### config.mk
export PLATFORM = sky130hd
export DESIGN_NAME = seg7_scan_decoder
export DESIGN_NICKNAME = d
export VERILOG_FILES = /design/src/rtl/seg7_scan_decoder_pkg.sv /design/src/rtl/seg7_to_bcd.sv /design/src/rtl/seg7_scan_decoder.sv
export SDC_FILE = /design/constraint.sdc
export NUM_CORES = 1
export LEC_CHECK = 0
export CORE_MARGIN = 3
export CORE_UTILIZATION = 45
export CTS_BUF_LIST = sky130_fd_sc_hd__clkbuf_2 sky130_fd_sc_hd__clkbuf_4 sky130_fd_sc_hd__clkbuf_8
export DETAILED_ROUTE_END_ITERATION = 10
export DONT_BUFFER_PORTS = 1
export SYNTH_ARGS = -nofsm -noshare
export SYNTH_HDL_FRONTEND = slang
export SYNTH_SLANG_ARGS = --single-unit
### constraint.sdc
create_clock -name clk -period 6.95 [get_ports clk]
set_input_delay 1.7375 -clock clk [delete_from_list [all_inputs] [get_ports clk]]
set_output_delay 1.7375 -clock clk [all_outputs]
set_load 0.01 [all_outputs]
### src/rtl/seg7_scan_decoder_pkg.sv
// Shared 7-segment code table (active-low, bit0=a .. bit6=g), used by both the BCD encoder
// and this scan decoder so the two ends of the loop-back always agree on one table.
package seg7_scan_decoder_pkg;

  localparam logic [6:0] SEG_0     = 7'b1000000;
  localparam logic [6:0] SEG_1     = 7'b1111001;
  localparam logic [6:0] SEG_2     = 7'b0100100;
  localparam logic [6:0] SEG_3     = 7'b0110000;
  localparam logic [6:0] SEG_4     = 7'b0011001;
  localparam logic [6:0] SEG_5     = 7'b0010010;
  localparam logic [6:0] SEG_6     = 7'b0000010;
  localparam logic [6:0] SEG_7     = 7'b1111000;
  localparam logic [6:0] SEG_8     = 7'b0000000;
  localparam logic [6:0] SEG_9     = 7'b0010000;
  localparam logic [6:0] SEG_BLANK = 7'b1111111;

  localparam logic [3:0] BAD_DIGIT = 4'hF;

endpackage

### src/rtl/seg7_to_bcd.sv
// Combinational active-low segment pattern to BCD decode; anything outside 0..9 (blank included)
// reports legal=0.
module seg7_to_bcd
  import seg7_scan_decoder_pkg::*;
(
  input  logic [6:0] seg_n,
  output logic [3:0] value,
  output logic       legal
);

  always_comb begin
    value = 4'd0;
    legal = 1'b1;
    case (seg_n)
      SEG_0:   value = 4'd0;
      SEG_1:   value = 4'd1;
      SEG_2:   value = 4'd2;
      SEG_3:   value = 4'd3;
      SEG_4:   value = 4'd4;
      SEG_5:   value = 4'd5;
      SEG_6:   value = 4'd6;
      SEG_7:   value = 4'd7;
      SEG_8:   value = 4'd8;
      SEG_9:   value = 4'd9;
      default: legal = 1'b0;
    endcase
  end

endmodule

### src/rtl/seg7_scan_decoder.sv
// Samples a multiplexed active-low 7-seg bus, waits for a stable digit, and records the BCD
// value per anode position with frame and error reporting.
module seg7_scan_decoder
  import seg7_scan_decoder_pkg::*;
#(
  parameter int NUM_DIGITS    = 4,
  parameter int STABLE_CYCLES = 8
) (
  input  logic                    clk,
  input  logic                    rst,
  input  logic [6:0]              seg_n,
  input  logic [NUM_DIGITS-1:0]   an_n,
  input  logic                    clr_err,
  output logic [4*NUM_DIGITS-1:0] digits,
  output logic [NUM_DIGITS-1:0]   digit_valid,
  output logic                    update,
  output logic                    frame_done,
  output logic                    err_pulse,
  output logic                    err_sticky
);

  localparam int SW = 7 + NUM_DIGITS;
  localparam int IW = (NUM_DIGITS > 1) ? $clog2(NUM_DIGITS) : 1;

  typedef enum logic [1:0] {ST_IDLE, ST_SETTLE, ST_HOLD} state_t;

  state_t                          state, state_nx;
  logic [7:0]                      cnt, cnt_nx;
  logic [SW-1:0]                   s1, s2, prev;
  logic [6:0]                      seg_s;
  logic [NUM_DIGITS-1:0]           an_s;
  logic                            one_hot, changed, capture;
  logic [IW-1:0]                   idx;
  logic [NUM_DIGITS-1:0]           cap_mask, seen;
  logic [3:0]                      value;
  logic                            legal;
  logic [NUM_DIGITS-1:0][3:0]      digit_r;

  // Two-flop synchronisers; idle level is all ones so reset looks like a dark bus.
  always_ff @(posedge clk or negedge rst) begin
    if (!rst) begin
      s1   <= '1;
      s2   <= '1;
      prev <= '1;
    end else begin
      s1   <= {seg_n, an_n};
      s2   <= s1;
      prev <= s2;
    end
  end

  assign seg_s   = s2[SW-1:NUM_DIGITS];
  assign an_s    = s2[NUM_DIGITS-1:0];
  assign one_hot = $onehot(~an_s);
  assign changed = (s2 != prev);

  always_comb begin
    idx = '0;
    for (int i = 0; i < NUM_DIGITS; i++)
      if (!an_s[i]) idx = IW'(i);
  end

  seg7_to_bcd u_dec (
    .seg_n (seg_s),
    .value (value),
    .legal (legal)
  );

  always_ff @(posedge clk or negedge rst) begin
    if (!rst) begin
      state <= ST_IDLE;
      cnt   <= '0;
    end else begin
      state <= state_nx;
      cnt   <= cnt_nx;
    end
  end

  // The capture cycle needs one more matching sample after the counter saturates, which
  // places update at 2 sync + STABLE_CYCLES + 1 clocks after a clean input edge.
  always_comb begin
    state_nx = state;
    cnt_nx   = cnt;
    capture  = 1'b0;
    case (state)
      ST_IDLE: begin
        if (one_hot) begin
          state_nx = ST_SETTLE;
          cnt_nx   = 8'd1;
        end
      end
      ST_SETTLE, ST_HOLD: begin
        if (changed) begin
          if (one_hot) begin
            state_nx = ST_SETTLE;
            cnt_nx   = 8'd1;
          end else begin
            state_nx = ST_IDLE;
            cnt_nx   = 8'd0;
          end
        end else if (state == ST_SETTLE) begin
          if (cnt == 8'(STABLE_CYCLES)) begin
            capture  = 1'b1;
            state_nx = ST_HOLD;
          end else begin
            cnt_nx = cnt + 8'd1;
          end
        end
      end
      default: begin
        state_nx = ST_IDLE;
        cnt_nx   = 8'd0;
      end
    endcase
  end

  assign cap_mask = capture ? ~an_s : '0;

  always_ff @(posedge clk or negedge rst) begin
    if (!rst) begin
      digit_r     <= '0;
      digit_valid <= '0;
      update      <= 1'b0;
      err_pulse   <= 1'b0;
      err_sticky  <= 1'b0;
      seen        <= '0;
      frame_done  <= 1'b0;
    end else begin
      update     <= capture;
      err_pulse  <= capture & ~legal;
      err_sticky <= (err_sticky & ~clr_err) | err_pulse;
      frame_done <= &seen;
      // A capture landing in the clearing cycle belongs to the new frame.
      seen       <= ((&seen) ? '0 : seen) | cap_mask;
      if (capture) begin
        digit_r[idx]     <= legal ? value : BAD_DIGIT;
        digit_valid[idx] <= legal;
      end
    end
  end

  assign digits = digit_r;

endmodule

### Word-level counts from Yosys, hierarchy flattened

Cells that the tools add are included.

| cells by class | value |
|---|---|
| muxes and demuxes | 30 |
| bitwise logic cells | 7 |
| reductions and logical operators | 8 |
| $add $sub $neg | 4 |
| eq/ne operators | 18 |
| $lt $le $gt $ge | 2 |

Operators with widths:

| operator | count |
|---|---|
| case mux 4 bit (9 select lines) | 1 |
| 2-to-1 mux 8 bit | 4 |
| equality test 7 x 5 -> 1 bit (second input constant) | 3 |
| equality test 7 bit (second input constant) | 3 |
| bitwise mux 16 bit | 1 |
| 2-to-1 mux 4 bit | 4 |
| case mux 8 bit (2 select lines) | 1 |
| equality test 7 x 6 -> 1 bit (second input constant) | 2 |
| 2-to-1 mux 2 bit | 6 |
| inequality test 11 bit | 1 |
| OR reduction 10 bit | 1 |
| 2-to-1 mux 1 bit | 9 |
| inequality test 3 bit (second input constant) | 3 |
| adder 8 x 1 -> 8 bit (second input constant) | 1 |
| demux 4 bit (select 2 bit) | 1 |
| equality test 8 x 4 -> 1 bit (second input constant) | 1 |
| equality test 7 x 2 -> 1 bit (second input constant) | 1 |
| zero test 7 bit | 1 |
| AND reduction 3 bit | 2 |
| adder 1 x 1 -> 2 bit | 2 |
| bitwise mux 4 bit | 1 |
| NOT 4 bit | 1 |
| bitwise OR 4 bit | 1 |
| case mux 2 bit (2 select lines) | 1 |
| 15 further kinds | 17 |

| word-level totals | value |
|---|---|
| output and inout bits | 24 |
| input bits | 14 |
| register bits | 71 |
| word-level logic and storage cells | 84 |

### Logic depth before layout (Yosys ltp)

| depth | value |
|---|---|
| word-level depth | 8 |
| gate-level depth with buffers | 10 |
| depth with buffers taken out | 9 |

### Cells and area by module

A second synthesis with hierarchy kept.

| second synthesis, totals | value |
|---|---|
| cell total of the unflattened synthesis | 237 |
| area, all modules | 3,031.7 um^2 |

By module, submodules not included:

| module | cells each | seq. area each (um^2) | area each (um^2) | times used |
|---|---|---|---|---|
| seg7_scan_decoder | 205 | 1,818.0 | 2,807.7 | 1 |
| seg7_to_bcd | 32 | 0.0 | 224.0 | 1 |

### Worst setup path after synthesis

No wires, ideal clock.

| path | value |
|---|---|
| path kind | register -> register |
| start | register s2[1] |
| end | register cnt[5] |
| path buffers | 1 |
| cell stages (with the launch flop) | 11 |
| data required time | 6,867 ps |
| setup time | 83 ps |
| setup slack | 4,523 ps |
| period minus slack after synthesis | 2,427 ps |
| arrival time | 2,344 ps |
| cells stage by stage | dfstp_2 -> fa_1 -> inv_1 -> ha_1 -> ha_1 -> nor2_1 -> a21bo_2 -> clkbuf_1 -> nand4_1 -> a31o_2 -> o21ai_0 |

| on the way | value |
|---|---|
| longest elaborated chain between the ends | 6 |
| elaborated cells on any way between the ends | 11 |
| classes of those cells | add/sub (2); eq/ne (5); mux (2); bitwise (1); reduce/logical (1) |

Ends and longest elaborated chain:

| element | line | text |
|---|---|---|
| start, declared | seg7_scan_decoder.sv:29 | `logic [SW-1:0] s1, s2, prev;` |
| start signal, assigned | seg7_scan_decoder.sv:43 | `s2 <= '1;` |
| start signal, assigned | seg7_scan_decoder.sv:47 | `s2 <= s1;` |
| NOT 4 bit | seg7_scan_decoder.sv:54 | `assign one_hot = $onehot(~an_s);` |
| adder 1 x 1 -> 2 bit (not written as such) | seg7_scan_decoder.sv:54 |  |
| adder 2 x 2 -> 3 bit (not written as such) | seg7_scan_decoder.sv:54 |  |
| equality test 3 x 1 -> 1 bit | seg7_scan_decoder.sv:54 |  |
| inequality test 2 bit (no line) | -- |  |
| AND reduction 3 bit (no line) | -- |  |
| end signal, assigned | seg7_scan_decoder.sv:75 | `cnt <= cnt_nx;` |
| end, declared | seg7_scan_decoder.sv:28 | `logic [7:0] cnt, cnt_nx;` |

Several ways; a longest one is shown, not always the timed one.
A chain may end at the register's enable or synchronous reset.

### Final worst setup path

| path | value |
|---|---|
| start | register s2[1] |
| end | register cnt[1] |

Same word-level chain as after synthesis.

==> flow_metrics.tcl <==
set metrics [dict create \
    status "finished clean" \
    worstReg2RegStart "s2[1]" \
    synthMuxAreaShare_pct 7.979 \
    synth_xor_area_share_pct 4.645 \
    cap_viol_max_count 0 \
    wirelength_microns 5377 \
    cts_made_buffers 9 \
    setup_tns_ns 0 \
    core_area_sq_um 6568 \
    chipHeight_microns 89.69 \
    dieArea_sq_um 8044 \
    cts.clk_slew.worst_paths_ns 0.08 \
    final_area_sq_um 3401 \
    syn_nets 261 \
    holdPathEnd "s2[9]" \
    ys.flop_type "dfrtp_1" \
    holdCritStartpoint "s1[9]" \
    fin_cells 338 \
    vias 1800 \
    cts_resized 0 \
    htree_levels 3 \
    grt.total_usage_pct 14.77 \
    mostFrequentLayoutCells "38 x dfrtp_1, 33 x dfstp_2, 18 x mux2_2" \
    grt_pass1_wl_microns 8804 \
    layout_commonest_cell "dfrtp_1" \
    synth-compound-area-share_pct 9.528 \
    yosys_warnings 0 \
    timing.slew.headroom_pct 50.46 \
    final.setup_skew_ns 0.006310 \
    r2r_setup_slack_ns 4.43 \
    dr.first_iter.drc_count 130 \
    synth_seq_cells 71 \
    drc_errors 0 \
    gp_congestion 0.7803 \
    max_freq_ghz 0.3962 \
    syn_inst 239 \
    viasPerCell 5.325 \
    min_period_over_period_pct 36.32 \
    worstMarginPinSlew_ns 0.7397 \
    clock-sinks 71 \
    worst_setup_path_end_kind "register" \
    crit_type "reg -> reg" \
    period_minus_slack_ns 2.524 \
    cp_cell_sequence "fa_1 -> inv_1 -> ha_1 -> ha_1 -> nor2_1 -> a21bo_2 -> o21a_4 -> mux2_4" \
    min_path_cells 0 \
    grt-ovfl-total 0 \
    rows 29 \
    placedCellCount 322 \
    drive_gt1_share_pct 35.10 \
    fin_nets 262 \
    place_area_sq_um 3198 \
    peakVddDrop_mv 0.1475 \
    cts_tree "done" \
    reg2reg_to "cnt[1]" \
    synth_edf_count 0 \
    avgSynthCellArea_sq_um 13.19 \
    slowest_delay_ns 0.61 \
    grt_max_degree 72 \
    synth_area_sq_um 3152 \
    whs_ns 0.3565 \
    critPathMaxFanout 12 \
    clock_path_buffers 2 \
    synth_simple_gate_area_share_pct 12.74 \
    slowest_stage "dfstp_2" \
    io_buffers 0 \
    ant_nets 0 \
    setup_viol 0 \
    synth_cell_types 56 \
    post_drt_wl_per_cell_microns 15.91 \
    synth_fa_ha_area_share_pct 3.414 \
    dieWidth_microns 89.69 \
    power_density_nw_per_um2 264.8 \
    antenna_found_initial 0 \
    cts_setup_buffers 0 \
    grt_pass1_vias 1813 \
    synth_top_family_by_area "simple AND/OR/NAND/NOR gates" \
    required_ns 7.18 \
    fin_util_pct 51.78 \
    rsz0062_at_grt "no" \
    cp_common_cell "ha_1" \
    r2r_cells 8 \
    hpwlAfterDp_microns 3689 \
    yosysSeqAreaShare_pct 57.68 \
    io_pins 38 \
    slew_viol_final 0 \
    syn_to_final_growth_pct 7.900 \
    diodes 0 \
    min_path_type "reg -> reg" \
    hold_violations 0 \
    initial_core_util_pct 47.99 \
    async_flop_share_pct 100.0 \
    cts-root-buf "clkbuf_8" \
    critPathLaunchType "register" \
    crit_arrival_ns 2.76 \
    clkLatencyLatePin_ns 0.34 \
    p_leak_nw 1.528 \
    cts_hold_buffers 0 \
    firstDrtPassIters 4 \
]
## flip-flops by register name (all words and copies together) (netlist names)
signal and cells:
cnt 8, seen 4, err_pulse 1, update 1
state 2, s1 11, prev 11, err_sticky 1
frame_done 1, digit_valid 4, s2 11, digits 16
## cell families (layout without fill, tap and decap cells)
| group | count (synthesis) | count (layout) |
|---|---|---|
| AO/OA/AOI/OAI | 39 | 39 |
| XOR/XNOR | 12 | 12 |
| adder cells (fa/ha/maj) | 8 | 8 |
| buffers and inverters | 25 | 31 |
| flip-flops | 71 | 71 |
| multiplexers | 22 | 22 |
| AND/OR/NAND/NOR | 62 | 62 |
## cell usage after synthesis (5+ instances only)
master,instances,share of area (%)
o21ai_0,7,1.1
o221ai_1,6,1.7
mux2_2,18,6.4
inv_1,15,1.8
nand4_1,6,1.2
nor2_1,8,0.95
nor2b_1,9,1.8
nand2_1,6,0.71
dfstp_2,33,28
dfrtp_1,38,30
ha_1,7,2.8
xnor2_1,8,2.2
a32o_1,5,1.6
and3_1,7,1.4
## through the flow
stage	setup WS, ns	power, W
2_1_floorplan	4.523	0.0005550
3_3_place_gp	4.453	0.0005754
3_5_place_dp	4.390	0.0005766
4_1_cts	4.392	0.0009160
5_1_grt	4.265	0.0009497
6_report	4.426	0.0009004
## area by class of cell
cell class                      count  area, sq um
Tap cell                           93        116.4
Clock inverter                      6        65.06
Clock buffer                       10        137.6
Fill cell                         584         3167
Inverter                           15        56.30
Multi-Input combinational cell    143         1207
Sequential cell                    71         1818
## metal layers
| layer | vias to the layer above | track usage, % | routed length [microns] |
|---|---|---|---|
| li1 | 855 | - | - |
| met1 | 897 | 19.11 | 2408 |
| met2 | 42 | 22.54 | 2598 |
| met3 | 6 | 6.022 | 304 |
| met4 | 0 | 5.007 | 65 |
| met5 | - | 0 | 0 |
## worst max path at each step
| stage | startpoint | endpoint | cells after the start |
|---|---|---|---|
| final | s2[1] | cnt[1] | 8 |
| after global routing | s2[9] | digits[12] | 5 |
| after CTS | s2[9] | digits[13] | 5 |
| after detailed placement | s2[9] | digits[13] | 5 |
| after global placement | s2[9] | digits[14] | 5 |
| after floorplan | s2[1] | cnt[5] | 10 |
## where the power goes
part | switching [W] | total, W | internal (W)
registers | 0.0000187 | 0.000456 | 0.000437
logic | 0.0000629 | 0.000113 | 0.0000503
clock network | 0.000154 | 0.000331 | 0.000177
## worst max-delay path: cells and delay by family (launching register included)
kind	cells	cell delay, ns
compound gates	2	0.52
mux	1	0.30
flops	1	0.61
simple gates	1	0.13
buf+inv	1	0.07
fa+ha+maj	3	0.79
Note: power is estimated with default switching activity, not from simulation.
